## src/rtl/cpu_types_pkg.sv

```systemverilog
// Shared CPU-side types: RAM status encoding and the machine word.
package cpu_types_pkg;

    typedef logic [31:0] word_t;

    typedef enum logic [1:0] {
        FREE   = 2'd0,
        BUSY   = 2'd1,
        ACCESS = 2'd2,
        ERROR  = 2'd3
    } ramstate_t;

endpackage : cpu_types_pkg

```

## src/rtl/mem_arbiter.sv

```systemverilog
// Single-port RAM arbiter between the instruction fetch and data ports.
// Data requests win in IDLE unless the instruction port has been starved
// for STARVE_MAX consecutive data grants. Every completion, error or
// abandon passes through one IDLE cycle before the next grant.
module mem_arbiter #(
    parameter int STARVE_MAX = 4
) (
    input  logic        CLK,
    input  logic        RST,
    input  logic        iREN,
    input  logic [31:0] iaddr,
    output logic        iwait,
    output logic [31:0] iload,
    input  logic        dREN,
    input  logic        dWEN,
    input  logic [31:0] daddr,
    input  logic [31:0] dstore,
    output logic        dwait,
    output logic [31:0] dload,
    output logic        ramREN,
    output logic        ramWEN,
    output logic [31:0] ramaddr,
    output logic [31:0] ramstore,
    input  logic [31:0] ramload,
    input  logic [1:0]  ramstate
);
    import cpu_types_pkg::*;

    typedef enum logic [1:0] {
        IDLE = 2'd0,
        IGNT = 2'd1,
        DGNT = 2'd2
    } arb_state_t;

    localparam logic [2:0] STARVE_LIMIT = 3'(STARVE_MAX);

    arb_state_t state, next_state;
    logic [2:0] starve_cnt, next_starve_cnt;
    ramstate_t  ram_status;

    assign ram_status = ramstate_t'(ramstate);

    // State register and starvation counter; reset abandons any grant.
    always_ff @(posedge CLK or posedge RST) begin
        if (RST) begin
            state      <= IDLE;
            starve_cnt <= '0;
        end else begin
            // NOTE: sequential state uses non-blocking assignments so every
            // flop samples the pre-edge values regardless of statement order.
            state      <= next_state;
            starve_cnt <= next_starve_cnt;
        end
    end

    // Next-state selection and the combinational RAM / requester outputs.
    always_comb begin
        // NOTE: every output gets a default first so no path leaves a
        // variable unassigned, which would otherwise infer a latch.
        next_state      = state;
        next_starve_cnt = starve_cnt;
        ramREN          = 1'b0;
        ramWEN          = 1'b0;
        ramaddr         = '0;
        ramstore        = '0;
        iwait           = 1'b1;
        dwait           = 1'b1;
        iload           = '0;
        dload           = '0;

        unique case (state)
            IDLE: begin
                if (starve_cnt == STARVE_LIMIT && iREN) begin
                    next_state = IGNT;
                end else if (dREN || dWEN) begin
                    next_state = DGNT;
                end else if (iREN) begin
                    next_state = IGNT;
                end
            end

            IGNT: begin
                ramREN  = iREN;
                ramaddr = iaddr;
                iload   = ramload;
                if (!iREN) begin
                    // Fetch withdrawn before the RAM answered.
                    next_state = IDLE;
                end else if (ram_status == ACCESS) begin
                    iwait           = 1'b0;
                    next_state      = IDLE;
                    next_starve_cnt = '0;
                end else if (ram_status == ERROR) begin
                    // Drop back so the still-held request is reissued.
                    next_state = IDLE;
                end
            end

            DGNT: begin
                ramaddr  = daddr;
                ramstore = dstore;
                ramWEN   = dWEN;
                ramREN   = dREN && !dWEN;
                dload    = ramload;
                if (!(dREN || dWEN)) begin
                    next_state = IDLE;
                end else if (ram_status == ACCESS) begin
                    dwait      = 1'b0;
                    next_state = IDLE;
                    if (!iREN) begin
                        next_starve_cnt = '0;
                    end else if (starve_cnt < STARVE_LIMIT) begin
                        next_starve_cnt = starve_cnt + 3'd1;
                    end
                end else if (ram_status == ERROR) begin
                    next_state = IDLE;
                end
            end

            default: next_state = IDLE;
        endcase
    end

endmodule : mem_arbiter

```

## config.mk

```make
export PLATFORM = sky130hd
export DESIGN_NAME = mem_arbiter
export DESIGN_NICKNAME = d
export VERILOG_FILES = /design/src/rtl/cpu_types_pkg.sv /design/src/rtl/mem_arbiter.sv
export SDC_FILE = /design/constraint.sdc
export NUM_CORES = 1
export LEC_CHECK = 0
export CAP_MARGIN = 25
export CORE_AREA = 2 2 104 106
export CTS_CLUSTER_SIZE = 25
export DETAILED_ROUTE_END_ITERATION = 10
export DIE_AREA = 0 0 106 108
export PLACE_DENSITY = 0.65
export REMOVE_ABC_BUFFERS = 1
export SLEW_MARGIN = 20
export SYNTH_ARGS = -nofsm -noshare
export SYNTH_HDL_FRONTEND = slang
export SYNTH_SLANG_ARGS = --single-unit
```

## constraint.sdc

```tcl
create_clock -name CLK -period 2.4 [get_ports CLK]
set_clock_uncertainty 0.05 [all_clocks]
set_input_delay 0.24 -clock CLK [delete_from_list [all_inputs] [get_ports CLK]]
set_output_delay 0.24 -clock CLK [all_outputs]
set_load 0.02 [all_outputs]
```

==> results.sh, run 1 <==
export IMPL_grt_max_degree=44
export IMPL_finalSetupViolCount=0
export IMPL_ys_async_sr_fraction=1.00
export IMPL_critPathMaxFanout=5
export IMPL_synth_area_leader_cell="and2_1"
export IMPL_fin_crit_sh=0.959
export IMPL_period_needed_ps=2300
export IMPL_final_area_um2=4600
export IMPL_clk_pin_slew_worst_paths_ps=40
export IMPL_area_delta_synth_final_pct=194
export IMPL_root_buffer="clkbuf_8"
export IMPL_synthTopCellsByCount="and2_1 (97), nor2b_1 (33), a22oi_1 (32)"
export IMPL_grt_pass1_vias=2578
export IMPL_netlist_area_um2=1570
export IMPL_drt_total_wl_um=10600
export IMPL_synth_most_common_cell="and2_1"
export IMPL_synth_area_per_cell_um2=6.84
export IMPL_synthAdderAreaFrac=0.0479
export IMPL_slew_headroom=0.776
export IMPL_cts_sinks=5
export IMPL_drt_pass1_iter_count=4
export IMPL_cp_start_kind="flop"
export IMPL_rows=37
export IMPL_fillers=988
export IMPL_net_switching_power_mw=1.99
export IMPL_synth_compound_area_frac=0.205
export IMPL_finalHoldViolCount=0
export IMPL_vias=2622
export IMPL_end_kind="output port"
export IMPL_cellLeakagePower_nw=2.37
export IMPL_finalNetCount=628
export IMPL_power_density_nw_per_um2=894
export IMPL_power_mw=4.11
export IMPL_cts_tree="built"
export IMPL_portBuffers=266
export IMPL_final_core_util=0.450
export IMPL_grt_met1_usage=0.191
export IMPL_dpl_cell_area_um2=4450
export IMPL_drv_cap=0
export IMPL_synth_top_family_by_area="simple AND/OR/NAND/NOR gates"
export IMPL_hold_class="primary input to asynchronous set/reset pin"
export IMPL_ys_seq_area_frac=0.0799
export IMPL_grt_overflow=0
export IMPL_cp_arrival_ps=2010
export IMPL_status="finished clean"
export IMPL_synthFlopType="dfrtp_1"
export IMPL_synth_top_area_share=0.387
export IMPL_post_route_drc_count=0
export IMPL_multi_input_area_um2=1340
export IMPL_synthXorXnorAreaFrac=0
export IMPL_htreeDepth=1
export IMPL_setup_tns_ps=0
export IMPL_drt_initial_drc_count=131
export IMPL_die_width_um=106
export IMPL_synth_seq_cells=5
export IMPL_yosys_top_cells_area="and2_1 (39%), a22oi_1 (15%), nor2b_1 (13%)"
export IMPL_post_dp_hpwl_um=8670
export IMPL_diodes=0
export IMPL_crit_type="flop to output port"
export IMPL_synth_cell_type_count=26
export IMPL_max_freq_mhz=434
export IMPL_synth_simple_gate_area_frac=0.588
export IMPL_clock_latency_ps=230
export IMPL_drive_gt1_frac=0.0309
export IMPL_rsz0062_at_grt="false"
export IMPL_post_place_ws_ps=163
export IMPL_routabilityCongestion=0.888
export IMPL_via_per_inst=4.22
export IMPL_synth_edf_count=0
export IMPL_regArea_um2=125
export IMPL_clock_power_share=0.039
export IMPL_combPwrFrac=0.926
export IMPL_num_io_pins=267
export IMPL_design_die_area_um2=11400
export IMPL_core_um2=10200
export IMPL_ant_nets=0
export IMPL_power_internal_mw=2.12
export IMPL_p_seq_frac=0.035
export IMPL_yosysWarningCount=0
export IMPL_muxShareOfSynthArea=0.0136
export IMPL_cts_buffer_depth=2
export IMPL_start_util=0.153
export IMPL_use_met3=0.0392
export IMPL_ir_worst_vdd_v=0.000443
export IMPL_worstMarginPinSlew_ps=334
export IMPL_swShare=0.484
export IMPL_hold_buffers=0
export IMPL_cts_buffers=3
export IMPL_die_h_um=108
export IMPL_met2_usage=0.301
export IMPL_worst_slack_ps=98.3
export IMPL_grt_busiest_layer="met2"
export IMPL_grt_usage=0.165
export IMPL_routedWlPerCell_um=17.0
export IMPL_cp_required_ps=2110
export IMPL_grt_pass1_wl_um=14800
export IMPL_antenna_found_initial=0
export IMPL_syn_instance_count=229
export IMPL_final_max_slew_viol_count=0
-- layer usage --
| layer | share of wire | vias to the layer above |
|---|---|---|
| li1 | - | 1277 |
| met1 | 0.40 | 1190 |
| met2 | 0.51 | 139 |
| met3 | 0.069 | 16 |
| met4 | 0.025 | 0 |
| met5 | 0 | - |
-- worst paths after layout --
check,start,endpoint,slack [ps],cells past startpoint
hold / removal,RST,starve_cnt[2],170,2
setup / recovery,state[1],iwait,100,5
max in group asynchronous,RST,starve_cnt[1],1950,2
min in group CLK,starve_cnt[0],starve_cnt[0],500,1
hold reg to reg,starve_cnt[0],starve_cnt[0],500,1
setup reg to reg,state[0],starve_cnt[2],230,7
-- power groups by stage --
stage | registers [mW] | logic (mW) | clock network [mW]
after global routing | 0.148 | 4.04 | 0.170
after detailed placement | 0.145 | 3.89 | 0
after CTS | 0.143 | 3.91 | 0.167
after global placement | 0.140 | 3.87 | 0
after floorplan | 0.136 | 1.90 | 0
final | 0.143 | 3.81 | 0.160
-- what timing repair did --
action	4_1_cts	5_1_grt
resized for setup	3	43
endpoints found under the setup margin	10	43
cloned	0	0
buffers inserted	0	0
-- cell type report --
type / count / area share
well taps: 136 / 0.0370
repair buffers: 274 / 0.629
inverters: 6 / 0.00490
clock buffers: 4 / 0.00979
multi-input cells: 197 / 0.292
flip-flops and latches: 5 / 0.0272
-- worst max-delay path: stages (launching register included) --
cell	delay [ps]
dfrtp_1	410
inv_1	100
ha_2	270
nand2_1	130
or3_1	330
clkdlybuf4s50_1	550
-- metrics by stage --
| step | std cells | hold WS, ps |
|---|---|---|
| detailed placement | 618 | 413 |
| global route | 622 | 204 |
| global placement | 618 | 410 |
| CTS | 622 | 170 |
| finish | 622 | 170 |
| floorplan | 208 | -31.5 |
-- registers in the layout (all words and copies together) (netlist names) --
| name | cells |
|---|---|
| starve_cnt | 3 |
| state | 2 |
-- placed cells by master, fill, tap and decap left out --
cell type / Yosys / layout
clkdlybuf4s50_1: 0 / 221
and2_1: 97 / 97
dlymetal6s2s_1: 0 / 43
nor2b_1: 33 / 33
a22oi_1: 32 / 32
inv_1: 6 / 6
buf_12: 0 / 5
dfrtp_1: 5 / 5
ha_1: 6 / 4
nor2_1: 3 / 3
nand3_1: 3 / 3
nor3b_1: 3 / 3
nor3_1: 3 / 3
clkbuf_8: 0 / 3
nand2_1: 2 / 2
o21ai_0: 2 / 2
a22o_1: 2 / 2
or3_1: 2 / 2
ha_2: 0 / 2
dlygate4sd2_1: 0 / 2
buf_4: 0 / 2
a2111oi_4: 1 / 1
nand2b_1: 1 / 1
nand3_2: 1 / 1
a221o_1: 1 / 1
a211o_1: 1 / 1
mux2i_1: 1 / 1
nand3b_1: 1 / 1
a21boi_0: 1 / 1
mux2_1: 1 / 1
clkbuf_1: 17 / 1
buf_6: 0 / 1
-- cells by family after synthesis --
group,count (synthesis)
AND/OR/NAND/NOR,149
flip-flops,5
buffers and inverters,27
multiplexers,2
AO/OA/AOI/OAI,40
adder cells (fa/ha/maj),6
Power figures use the tool's default switching activity.
==> run 2: changes to the inputs <==
Settings changed: CORE_AREA 2 2 104 106 to 2 2 105 107, DIE_AREA 0 0 106 108 to 0 0 107 109, DONT_BUFFER_PORTS from default to 1, PLACE_DENSITY 0.65 to 0.31.
==> results.sh, run 2 (same netlist as run 1, synthesis figures left out) <==
export IMPL_status="finished clean"
export IMPL_antenna_found_initial=0
export IMPL_grt_overflow=0
export IMPL_diodes=0
export IMPL_power_density_nw_per_um2=1450
export IMPL_multi_input_area_um2=1350
export IMPL_rows=38
export IMPL_via_per_inst=4.53
export IMPL_routedWlPerCell_um=19.6
export IMPL_min_from="iREN"
export IMPL_drt_total_wl_um=7090
export IMPL_final_core_util=0.170
export IMPL_cp_required_ps=2110
export IMPL_power_mw=2.62
export IMPL_cp_start_kind="flop"
export IMPL_portBuffers=0
export IMPL_clk_pin_slew_worst_paths_ps=40
export IMPL_dpl_cell_area_um2=1730
export IMPL_reg2reg_from="state[0]"
export IMPL_die_width_um=107
export IMPL_vias=1639
export IMPL_cts_buffers=3
export IMPL_slew_headroom=0.719
export IMPL_critPathMaxFanout=34
export IMPL_rsz0062_at_grt="false"
export IMPL_cts_sinks=5
export IMPL_cellLeakagePower_nw=0.647
export IMPL_area_delta_synth_final_pct=15.3
export IMPL_top_regs="starve_cnt: 3 flops, state: 2 flops"
export IMPL_max_freq_mhz=467
export IMPL_ant_nets=0
export IMPL_period_needed_ps=2140
export IMPL_drive_gt1_frac=0.0721
export IMPL_finalNetCount=364
export IMPL_post_dp_hpwl_um=6050
export IMPL_num_io_pins=267
export IMPL_drv_cap=0
export IMPL_end_kind="output port"
export IMPL_drt_pass1_iter_count=4
export IMPL_grt_pass1_vias=1404
export IMPL_root_buffer="clkbuf_8"
export IMPL_die_h_um=109
export IMPL_fin_crit_sh=0.893
export IMPL_final_area_um2=1810
export IMPL_post_route_drc_count=0
export IMPL_grt_pass1_wl_um=8770
export IMPL_cp_startpoint="state[1]"
export IMPL_drt_initial_drc_count=108
export IMPL_htreeDepth=1
export IMPL_largest_reg_flops=3
export IMPL_cts_tree="built"
export IMPL_cts_setup_buffers=0
export IMPL_cts_buffer_depth=2
export IMPL_grt_max_degree=56
export IMPL_grt_usage=0.0998
export IMPL_ir_worst_vdd_v=0.000313
export IMPL_start_util=0.148
export IMPL_regArea_um2=125
export IMPL_worstMarginPinSlew_ps=421
export IMPL_layout_commonest_cell="and2_1"
export IMPL_design_die_area_um2=11700
export IMPL_finalHoldViolCount=0
export IMPL_regMostFlops="starve_cnt"
export IMPL_mostFrequentLayoutCells="and2_1 (97), nor2b_1 (33), a22oi_1 (32)"
export IMPL_whs_ps=133
export IMPL_final_max_slew_viol_count=0
export IMPL_clock_latency_ps=220
export IMPL_crit_type="flop to output port"
export IMPL_finalSetupViolCount=0
export IMPL_fillers=1221
export IMPL_routabilityCongestion=0.708
export IMPL_cp_arrival_ps=1850
export IMPL_hold_class="primary input to flop"
export IMPL_core_um2=10600
run 2: cell count changes in the layout (fill, tap and decap cells not counted), sizes merged:
cell | before | now
buf | 8 | 9
clkdlybuf4s50 | 221 | 0
dlygate4sd2 | 2 | 0
dlygate4sd3 | 0 | 1
dlymetal6s2s | 43 | 0
run 2: cell type report:
| cell class | count | share of cell area |
|---|---|---|
| multi-input cells | 197 | 0.749 |
| well taps | 140 | 0.0970 |
| flip-flops and latches | 5 | 0.0693 |
| repair buffers | 10 | 0.0471 |
| clock buffers | 4 | 0.0249 |
| inverters | 6 | 0.0125 |
run 2: critical path, stage by stage, from the launching register on:
cell,delay (ps)
dfrtp_1,430
inv_1,110
ha_2,200
buf_4,280
nand2_1,170
or3_1,440
run 2: repair_timing:
action	4_1_cts	5_1_grt
setup endpoints to repair	0	32
hold buffers	1	0
resized for setup	0	3
hold endpoints to repair	5	0
run 2: metal layers:
metal / share of wire / global-route usage / wire [µm] / up-vias
met4: 0 / 0.00557 / 0 / 0
met5: 0 / 0 / 0 / -
li1: - / - / - / 745
met2: 0.53 / 0.192 / 3730 / 129
met3: 0.091 / 0.0293 / 646 / 0
met1: 0.38 / 0.114 / 2720 / 765
run 2: worst paths after layout:
check                           endpoint  slack (ps)  cells after the start
setup reg to reg           starve_cnt[2]         390                      6
hold reg to reg            starve_cnt[1]         510                      2
setup / recovery                   iwait         260                      5
min in group asynchronous  starve_cnt[2]         340                      2
hold / removal             starve_cnt[1]         130                      2
max in group asynchronous       state[1]        1750                      2
run 2: power by group:
| group | switching, mW | internal (mW) | total (mW) | leakage (nW) |
|---|---|---|---|---|
| combinational | 1.64 | 0.679 | 2.32 | 0.558 |
| sequential | 0.0332 | 0.114 | 0.147 | 0.0662 |
| clock | 0.0445 | 0.114 | 0.159 | 0.0228 |
run 2: metrics by stage:
stage	setup TNS, ps	worst slack, ps	std cells
2_1_floorplan	-30050	-806	208
3_3_place_gp	0	311	357
3_5_place_dp	0	256	357
4_1_cts	0	29.3	362
5_1_grt	0	123	362
6_report	0	256	362
